$ cat src/rtl/bit_serializer_pkg.sv
// Shared types for the parallel-in/serial-out stage.
// State encoding matches the detector bench's view of the serializer.
package bit_serializer_pkg;

  typedef enum logic [1:0] {
    S_IDLE  = 2'd0,
    S_SHIFT = 2'd1,
    S_DONE  = 2'd2
  } state_t;

  // Effective length: 0 or anything above the pattern width sends it all.
  function automatic int unsigned clamp_len(
    input int unsigned len,
    input int unsigned width
  );
    return (len == 0 || len > width) ? width : len;
  endfunction

endpackage

$ cat src/rtl/bit_serializer_if.sv
// Load port and serial bit stream of the serializer.
// master drives loads and consumes bits; slave is the serializer.
interface bit_serializer_if #(
  parameter int WIDTH = 8,
  parameter int LEN_W = 4
);

  logic             load_valid;
  logic             load_ready;
  logic [WIDTH-1:0] load_data;
  logic [LEN_W-1:0] load_len;
  logic             bit_out;
  logic             bit_valid;
  logic             bit_ready;
  logic             busy;
  logic             done;

  modport master (
    output load_valid,
    output load_data,
    output load_len,
    output bit_ready,
    input  load_ready,
    input  bit_out,
    input  bit_valid,
    input  busy,
    input  done
  );

  modport slave (
    input  load_valid,
    input  load_data,
    input  load_len,
    input  bit_ready,
    output load_ready,
    output bit_out,
    output bit_valid,
    output busy,
    output done
  );

endinterface

$ cat src/rtl/bit_serializer_shift_reg.sv
// Loadable shifter with a serial tap at the outgoing end.
// Direction is fixed at elaboration by MSB_FIRST.
module bit_serializer_shift_reg #(
  parameter int WIDTH     = 8,
  parameter bit MSB_FIRST = 1'b1
) (
  input  logic             clk,
  input  logic             reset,
  input  logic             load,
  input  logic             shift,
  input  logic [WIDTH-1:0] data,
  output logic             tap
);

  logic [WIDTH-1:0] q;

  always_ff @(posedge clk or negedge reset) begin
    if (!reset) begin
      q <= '0;
    end else if (load) begin
      q <= data;
    end else if (shift) begin
      if (MSB_FIRST) q <= {q[WIDTH-2:0], 1'b0};
      else           q <= {1'b0, q[WIDTH-1:1]};
    end
  end

  assign tap = MSB_FIRST ? q[WIDTH-1] : q[0];

endmodule

$ cat src/rtl/bit_serializer.sv
// Parallel-in/serial-out stage feeding the sequence detector.
// One bit per accepted transfer; done pulses once after the last bit.
module bit_serializer #(
  parameter int WIDTH      = 8,
  parameter int LEN_W      = 4,
  parameter bit MSB_FIRST  = 1'b1,
  parameter bit IDLE_LEVEL = 1'b0
) (
  input logic              clk,
  input logic              reset,
  bit_serializer_if.slave  bus
);

  import bit_serializer_pkg::*;

  state_t           state;
  state_t           state_nxt;
  logic [LEN_W-1:0] count;
  logic [LEN_W-1:0] len;
  logic [LEN_W-1:0] eff_len;
  logic             tap;
  logic             load_fire;
  logic             xfer;
  logic             last;

  assign eff_len = LEN_W'(clamp_len(
    int'(unsigned'(bus.load_len)), WIDTH));

  assign load_fire = (state == S_IDLE) && bus.load_valid;
  assign xfer      = (state == S_SHIFT) && bus.bit_ready;
  assign last      = (count == len - LEN_W'(1));

  bit_serializer_shift_reg #(
    .WIDTH     (WIDTH),
    .MSB_FIRST (MSB_FIRST)
  ) u_shift (
    .clk   (clk),
    .reset (reset),
    .load  (load_fire),
    .shift (xfer),
    .data  (bus.load_data),
    .tap   (tap)
  );

  always_ff @(posedge clk or negedge reset) begin
    if (!reset) state <= S_IDLE;
    else        state <= state_nxt;
  end

  always_comb begin
    state_nxt = state;
    unique case (state)
      S_IDLE:  if (bus.load_valid) state_nxt = S_SHIFT;
      S_SHIFT: if (bus.bit_ready && last) state_nxt = S_DONE;
      S_DONE:  state_nxt = S_IDLE;
      default: state_nxt = S_IDLE;
    endcase
  end

  // count stops at len, so it cannot wrap for any legal length
  always_ff @(posedge clk or negedge reset) begin
    if (!reset) begin
      count <= '0;
      len   <= '0;
    end else if (load_fire) begin
      count <= '0;
      len   <= eff_len;
    end else if (xfer) begin
      count <= count + LEN_W'(1);
    end
  end

  always_comb begin
    bus.load_ready = 1'b0;
    bus.bit_valid  = 1'b0;
    bus.bit_out    = IDLE_LEVEL;
    bus.busy       = 1'b0;
    bus.done       = 1'b0;
    unique case (1'b1)
      (state == S_IDLE): begin
        bus.load_ready = 1'b1;
      end
      (state == S_SHIFT): begin
        bus.bit_valid = 1'b1;
        bus.bit_out   = tap;
        bus.busy      = 1'b1;
      end
      (state == S_DONE): begin
        bus.busy = 1'b1;
        bus.done = 1'b1;
      end
      default: ;
    endcase
  end

endmodule
$ cat src/flat_wrapper.sv
// flat-port wrapper written by rule: the top's interface ports become plain ports
module bit_serializer_flat import bit_serializer_pkg::*;
#(
  parameter int WIDTH      = 8,
  parameter int LEN_W      = 4,
  parameter bit MSB_FIRST  = 1'b1,
  parameter bit IDLE_LEVEL = 1'b0
)
  (clk, reset, bus_load_valid, bus_load_data, bus_load_len, bus_bit_ready, bus_load_ready, bus_bit_out, bus_bit_valid, bus_busy, bus_done);
  bit_serializer_if #(.WIDTH(WIDTH), .LEN_W(LEN_W)) bus_i ();
  input logic clk;
  input logic reset;
  input wire logic [$bits(bus_i.load_valid)-1:0] bus_load_valid;
  input wire logic [$bits(bus_i.load_data)-1:0] bus_load_data;
  input wire logic [$bits(bus_i.load_len)-1:0] bus_load_len;
  input wire logic [$bits(bus_i.bit_ready)-1:0] bus_bit_ready;
  output wire logic [$bits(bus_i.load_ready)-1:0] bus_load_ready;
  output wire logic [$bits(bus_i.bit_out)-1:0] bus_bit_out;
  output wire logic [$bits(bus_i.bit_valid)-1:0] bus_bit_valid;
  output wire logic [$bits(bus_i.busy)-1:0] bus_busy;
  output wire logic [$bits(bus_i.done)-1:0] bus_done;
  assign bus_i.load_valid = bus_load_valid;
  assign bus_i.load_data = bus_load_data;
  assign bus_i.load_len = bus_load_len;
  assign bus_i.bit_ready = bus_bit_ready;
  assign bus_load_ready = bus_i.load_ready;
  assign bus_bit_out = bus_i.bit_out;
  assign bus_bit_valid = bus_i.bit_valid;
  assign bus_busy = bus_i.busy;
  assign bus_done = bus_i.done;
  bit_serializer #(.WIDTH(WIDTH), .LEN_W(LEN_W), .MSB_FIRST(MSB_FIRST), .IDLE_LEVEL(IDLE_LEVEL)) u_core (.clk(clk), .reset(reset), .bus(bus_i));
endmodule
$ cat config.mk
export PLATFORM = sky130hd
export DESIGN_NAME = bit_serializer_flat
export DESIGN_NICKNAME = d
export VERILOG_FILES = /design/src/rtl/bit_serializer_pkg.sv /design/src/rtl/bit_serializer_if.sv /design/src/rtl/bit_serializer_shift_reg.sv /design/src/rtl/bit_serializer.sv /design/src/flat_wrapper.sv
export SDC_FILE = /design/constraint.sdc
export NUM_CORES = 1
export LEC_CHECK = 0
export BUFFER_PORTS_ARGS = -buffer_cell sky130_fd_sc_hd__buf_4
export CAP_MARGIN = 20
export CORE_MARGIN = 2
export CORE_UTILIZATION = 55
export CTS_CLUSTER_SIZE = 28
export DETAILED_ROUTE_END_ITERATION = 8
export GPL_TIMING_DRIVEN = 0
export HOLD_SLACK_MARGIN = 0.02
export PLACE_DENSITY = 0.81
export SLEW_MARGIN = 30
export SYNTH_ARGS = -nofsm -noshare
export SYNTH_HDL_FRONTEND = slang
export SYNTH_HIERARCHICAL = 1
export SYNTH_SLANG_ARGS = --single-unit
$ cat constraint.sdc
create_clock -name clk -period 3.75 [get_ports clk]
set_input_delay 0.9375 -clock clk [delete_from_list [all_inputs] [get_ports clk]]
set_output_delay 0.9375 -clock clk [all_outputs]
set_load 0.02 [all_outputs]
==> results of run 1 <==
## cell type report
class	count	area (um2)	share of cell area, %
Sequential cell	18	450	38.7
Buffer	4	30.0	2.58
Tap cell	17	21.3	1.83
Clock buffer	4	36.3	3.12
Inverter	5	18.8	1.61
Timing Repair Buffer	20	150	12.9
Multi-Input combinational cell	69	457	39.2
## where the power goes
group          leakage [nW]  switching, mW  total (mW)  internal [mW]
logic                 0.298          0.193       0.369          0.176
registers             0.231         0.0538       0.322          0.269
clock network        0.0210         0.0591       0.118         0.0591
total                 0.550          0.306       0.810          0.503
## routing by layer
layer	vias up	GRT usage (%)
met5	-	0
met2	12	30.1
met4	0	8.57
li1	370	-
met3	2	4.76
met1	331	26.0
## worst max-delay path, delay by kind of cell (launching register included)
kind,cells,cell delay (ps)
flops,1,410
fa+ha+maj,1,260
buf+inv,2,240
simple gates,1,150
## how the worst max path moves through the flow
| stage | startpoint | endpoint | slack [ps] | depth (start not counted) |
|---|---|---|---|---|
| 2_1_floorplan | u_core/state[1]$_DFFE_PN0P_ | bus_bit_out | 1740 | 3 |
| 5_1_grt | u_core/state[1]$_DFFE_PN0P_ | bus_bit_out | 1360 | 4 |
| 3_5_place_dp | bus_load_valid | u_core/u_shift/q[6]$_DFFE_PN0P_ | 1590 | 7 |
| 4_1_cts | u_core/state[1]$_DFFE_PN0P_ | bus_bit_out | 1440 | 4 |
| 6_report | u_core/state[1]$_DFFE_PN0P_ | bus_bit_out | 1460 | 4 |
| 3_3_place_gp | bus_load_valid | u_core/u_shift/q[0]$_DFFE_PN0P_ | 1630 | 7 |
## stage by stage
step,setup WS [ps],std cells,total power [mW],area [um2],hold slack [ps]
6_report,1460,137,0.810,1160,493
3_5_place_dp,1590,133,0.697,1130,490
3_3_place_gp,1630,133,0.682,1130,478
2_1_floorplan,1740,96,0.597,956,459
5_1_grt,1360,137,0.875,1160,501
4_1_cts,1440,137,0.817,1160,498
## placed cells by master, fill, tap and decap left out, types with 3 or more instances in the layout
master                     instances
sky130_fd_sc_hd__o21ai_1           7
sky130_fd_sc_hd__o21ai_0           4
sky130_fd_sc_hd__xnor2_1           5
sky130_fd_sc_hd__dfrtp_1          18
sky130_fd_sc_hd__clkbuf_4          3
sky130_fd_sc_hd__nor2_1            3
sky130_fd_sc_hd__inv_1             5
sky130_fd_sc_hd__mux2i_1           8
sky130_fd_sc_hd__ha_1              5
sky130_fd_sc_hd__buf_4            20
sky130_fd_sc_hd__nand2_1          15
sky130_fd_sc_hd__nand3b_1          3
sky130_fd_sc_hd__xor2_1            4
## registers in the layout, indices dropped and copies added (netlist names)
name and flops:
u_core/count 4, u_core/len 4, u_core/state 2, u_core/u_shift/q 8
## kinds of logic after synthesis
family                   count (synthesis)  synth area share (%)
adder cells (fa/ha/maj)                  5                  6.54
buffers and inverters                    9                  5.11
AO/OA/AOI/OAI                           15                  8.38
XOR/XNOR                                 9                  8.25
multiplexers                             8                  8.38
flip-flops                              18                  47.1
AND/OR/NAND/NOR                         32                  16.2
==> PnR_summary.wiki, run 1 <==
{| class="wikitable"
! Metric !! Value
|-
| Met2 routed WL || slightly above 800 um
|-
| Sum of overflow across all layers after global routing || 0
|-
| Outcome || finished, final reports clean
|-
| CTS tree || yes
|-
| Unrepaired setup endpoints after global routing || false
|-
| H-tree levels || 1
|-
| Clock net sink count || 18
|-
| Most common cell in the synthesized netlist || sky130_fd_sc_hd__dfrtp_1
|-
| Post-synth EDFFs || 0
|-
| Antenna-violating nets left || 0
|-
| Startpoint of the lowest-slack register-to-register path || u_core/state[0]$_DFFE_PN0P_
|-
| Hold/Removal Path Class || input pin to async pin
|-
| Net total in the final layout || between 100 and 150
|-
| Crit path required time || 2810 ps
|-
| Std-Cell Rows || 15
|-
| Leakage || 0.550 nW
|-
| Final WL || roughly 1700 um
|-
| IO buf count || 20
|-
| Clock latency at the later pin of the worst-skew pair || 290 ps
|-
| Final core utilization || 69.7%
|-
| Seq/Total Area, Yosys || between 40% and 50%
|-
| Number of warnings issued by yosys || 6
|-
| Kind of start point of the critical path || flip-flop
|-
| End of the worst register-to-register path || u_core/u_shift/q[3]$_DFFE_PN0P_
|-
| Cell types with the highest counts after synthesis || 18 x sky130_fd_sc_hd__dfrtp_1, 15 x sky130_fd_sc_hd__nand2_1, 8 x sky130_fd_sc_hd__mux2i_1, 7 x sky130_fd_sc_hd__o21ai_1
|-
| Synthesis-to-finish area growth || 21.7%
|-
| Final-layout setup total negative slack || 0 ps
|-
| Actual slew at the worst max-slew pin || 621 ps
|-
| Post_cts resized || 0
|-
| Post-Synthesis Net Count || ~120
|-
| Via density per instance || 5.22
|-
| Routed length per instance || 12.5 um
|-
| Data arrival time of the critical path || 1350 ps
|-
| Flop and latch count out of synthesis || 18
|-
| CP peak stage delay || 410 ps
|-
| CTS root buf || sky130_fd_sc_hd__clkbuf_4
|-
| Drt first pass iters || 4
|-
| Filler cell count in the final layout || about 140
|-
| Worst Skew || 3.45 ps
|-
| Cell type with the highest aggregate area in the netlist || sky130_fd_sc_hd__dfrtp_1
|-
| Fraction of post-synthesis cell area in the top cell type by area || 47.1%
|-
| Peak fanout along the critical path || 6
|-
| HPWL after detailed placement || 1250 um
|-
| Worst VDD drop || just under 0.4 mV
|-
| Number of endpoints with negative hold slack in the final report || 0
|-
| Kind of critical path || flip-flop to primary output
|-
| Initial antenna violation count || 0
|-
| Initial core utilization || approximately 57%
|-
| Share of post-route cells with drive strength above 1 || 21.7%
|-
| Cells along the critical path || inv_1, ha_1, and2_1, buf_4
|-
| Number of pins with negative max-slew slack in the final report || 0
|-
| I/O pin count || 21
|-
| 1st-iter DRT viols || 16
|-
| Worst R2R Path Depth || 8
|-
| Cts hold-fix bufs || 0
|-
| Via count || between 700 and 800
|-
| Highest Clock Rate || 0.437 GHz
|-
| ANT cells || 0
|-
| Largest net degree at the start of global routing || 19
|-
| CTS clk-pin slew, worst paths || approximately 100 ps
|-
| Last weighted congestion value of the routability-driven placer || approximately 0.76
|-
| Netlist area before placement || ~960 um2
|-
| Power density relative to cell area || approximately 700 nW/um2
|-
| Placeable core region || roughly 1700 um2
|-
| Metal-1 WL || around 800 um
|-
| Met3 wirelength from detailed routing || roughly 83 um
|-
| Final critical delay including setup and external delays || 2290 ps
|-
| Number of global-route vias before repair || slightly below 700
|-
| Buffers inserted by post-CTS timing repair || 0
|-
| Commonest register cell after synthesis || sky130_fd_sc_hd__dfrtp_1
|-
| Proportion of register bits with asynchronous set or reset after synthesis || 100%
|-
| Max_slew headroom || about three fifths
|-
| Standard cell with the maximum stage delay on the critical path || sky130_fd_sc_hd__dfrtp_1
|-
| Chip width || about 46 um
|-
| Max layer used || met4
|-
| Die height || between 40 and 50 um
|-
| Number of maximum-capacitance constraint violations || 0
|-
| Area contributors post-synth || sky130_fd_sc_hd__dfrtp_1 47%, sky130_fd_sc_hd__mux2i_1 8.4%, sky130_fd_sc_hd__ha_1 6.5%
|-
| Number of distinct library cells after synthesis || 24
|-
| Maximum clock insertion buffer count || 2
|-
| Total die area || 2090 um2
|-
| Global router's overall resource usage || between 10% and 20%
|-
| Final worst-path cycle share || 61.0%
|-
| Register-to-register setup slack || approximately 1900 ps
|-
| Number of CTS-inserted buffers || 3
|-
| Syn Inst Count || 96
|-
| Final setup violation count || 0
|-
| Remaining routing DRC violations || 0
|-
| First-pass GRT wire length || 2880 um
|-
| Syn_area_per_cell || ~10 um2
|-
| CP endpoint kind || primary output
|}
(Power assumes the default switching activity.)
==> run 2: changes to the inputs <==
Settings changed: CORE_UTILIZATION 55 to 47, PLACE_DENSITY 0.81 to 0.73.
Clock period 3.75 ns to 1.92 ns, I/O delays scaled along.
==> run 2 against run 1 <==
  * First-iteration DRC count down 38%
  * Non-clock buffer count down 1
  * Power is 95% higher
  * Clock-buffer cell count unchanged
  * Setup slack got worse by 1400 ps
  * Sequential power up 93%
  * Final cell count grew 6.6%
  * Register-to-register slack worse by 1700 ps
  * Die area grew 15%
  * Clock skew grew 4.4 ps
==> PnR_summary.wiki, run 2 (synthesis results as in run 1) <==
{| class="wikitable"
! Metric !! Value
|-
| Outcome || finished, final reports clean
|-
| Total power || 1.58 mW
|-
| Register-to-register setup slack || ~150 ps
|-
| Clock net sink count || 18
|-
| Final worst-path cycle share || about 94%
|-
| Final WL || ~1600 um
|-
| Number of CTS-inserted buffers || 3
|-
| Worst VDD drop || 0.699 mV
|-
| Kind of critical path || flip-flop to primary output
|-
| Remaining routing DRC violations || 0
|-
| Largest net degree at the start of global routing || 19
|-
| Maximum clock insertion buffer count || 2
|-
| Number of endpoints with negative hold slack in the final report || 0
|-
| First-pass GRT wire length || between 2000 and 3000 um
|-
| Final critical delay including setup and external delays || about 1800 ps
|-
| 1st-iter DRT viols || 10
|-
| Highest Clock Rate || 0.553 GHz
|-
| Global router's overall resource usage || approximately 16%
|-
| IO buf count || 20
|-
| Kind of start point of the critical path || flip-flop
|-
| Initial core utilization || about half
|-
| Clock latency at the later pin of the worst-skew pair || between 200 and 300 ps
|-
| Max_slew headroom || 68.4%
|-
| Worst Skew || 7.90 ps
|-
| Via density per instance || 4.84
|-
| CTS tree || yes
|-
| Net total in the final layout || ~140
|-
| Sum of overflow across all layers after global routing || 0
|-
| Crit path required time || ~1400 ps
|-
| Placed cell count || ~140
|-
| Filler cell count in the final layout || around 170
|-
| Commonest non-fill, non-tap cell in the layout || sky130_fd_sc_hd__buf_4
|-
| Peak fanout along the critical path || 6
|-
| Final core utilization || 60.8%
|-
| Die height || just under 50 um
|-
| Register with the most flip-flops || u_core/u_shift/q
|-
| Most frequent cells in the layout || 20 x sky130_fd_sc_hd__buf_4, 18 x sky130_fd_sc_hd__dfrtp_1, 15 x sky130_fd_sc_hd__nand2_1
|-
| Number of global-route vias before repair || 680
|-
| Routed length per instance || approximately 11 um
|-
| Placeable core region || about 2000 um2
|-
| Final setup violation count || 0
|-
| Std-Cell Rows || 16
|-
| Post-Layout Cell Count || between 100 and 150
|-
| Flip-flop count of the largest register, all copies and words added || 8
|-
| HPWL after detailed placement || 1220 um
|-
| ANT cells || 0
|-
| Chip width || approximately 49 um
|-
| Source of the critical timing path || u_core/state[1]$_DFFE_PN0P_
|-
| Final-layout setup total negative slack || 0 ps
|-
| H-tree levels || 1
|-
| Power density relative to cell area || 1340 nW/um2
|-
| Last weighted congestion value of the routability-driven placer || around 0.73
|-
| Hold/Removal Path Class || input pin to async pin
|-
| Data arrival time of the critical path || around 1300 ps
|-
| Number of maximum-capacitance constraint violations || 0
|-
| Drt first pass iters || 4
|-
| Largest registers in the final layout || u_core/u_shift/q: 8 flops, u_core/count: 4 flops, u_core/len: 4 flops
|-
| Share of post-route cells with drive strength above 1 || between 20% and 30%
|-
| Unrepaired setup endpoints after global routing || false
|-
| Total die area || 2410 um2
|-
| Initial antenna violation count || 0
|-
| Startpoint of the lowest-slack register-to-register path || u_core/len[0]$_DFFE_PN0P_
|-
| Number of pins with negative max-slew slack in the final report || 0
|-
| I/O pin count || 21
|-
| Actual slew at the worst max-slew pin || approximately 470 ps
|-
| Leakage || about 0.55 nW
|-
| CTS clk-pin slew, worst paths || 110 ps
|-
| Via count || between 700 and 800
|-
| CTS root buf || sky130_fd_sc_hd__clkbuf_4
|-
| CP endpoint kind || primary output
|-
| Synthesis-to-finish area growth || 23.6%
|-
| Antenna-violating nets left || 0
|}
run 2: power by group:
group	switching (mW)	total, mW	internal (mW)
sequential	0.0984	0.623	0.525
combinational	0.378	0.730	0.351
clock	0.115	0.231	0.115
total	0.592	1.58	0.991
run 2: layout make-up:
type	instances	area, um2	share of cell area (%)
well taps	27	33.8	2.86
multi-input cells	69	465	39.4
inverters	5	18.8	1.59
flip-flops and latches	18	450	38.1
repair buffers	20	150	12.7
plain buffers	3	26.3	2.22
clock buffers	4	36.3	3.07
run 2: final timing paths:
| path | to | cells past startpoint |
|---|---|---|
| worst max-delay path | bus_bit_out | 4 |
| worst min-delay path | u_core/count[3]$_DFFE_PN0P_ | 1 |
| worst max register to register | u_core/state[0]$_DFFE_PN0P_ | 6 |
| worst min register to register | u_core/len[3]$_DFFE_PN0P_ | 2 |
| max in group asynchronous | u_core/u_shift/q[3]$_DFFE_PN0P_ | 1 |
| min in group clk | u_core/u_shift/q[3]$_DFFE_PN0P_ | 3 |
run 2: routing by layer:
metal  track usage [%]  part of all wire, %
met4              7.14                 0.31
met2              23.4                   46
met1              23.0                   50
met3              1.84                  3.0
met5                 0                    0
run 2: metrics by stage:
stage                     setup slack [ps]  instance area (um2)  hold WS (ps)
after floorplan                        198                  956           184
after global placement                86.3                 1140           362
after detailed placement              59.4                 1140           364
after CTS                             25.2                 1180          39.4
after global routing                  12.7                 1180          34.2
final                                  111                 1180          32.6
run 2: critical path, cell delays in order, from the launching register on:
cell	delay, ps
sky130_fd_sc_hd__dfrtp_1	420
sky130_fd_sc_hd__inv_1	110
sky130_fd_sc_hd__ha_2	240
sky130_fd_sc_hd__and2_1	140
sky130_fd_sc_hd__buf_4	130
run 2: repair_timing:
| action | 4_1_cts | 5_1_grt |
|---|---|---|
| hold buffers | 0 | 0 |
| buffers inserted | 0 | 0 |
| gates resized for setup | 0 | 2 |
| setup endpoints to repair | 0 | 15 |
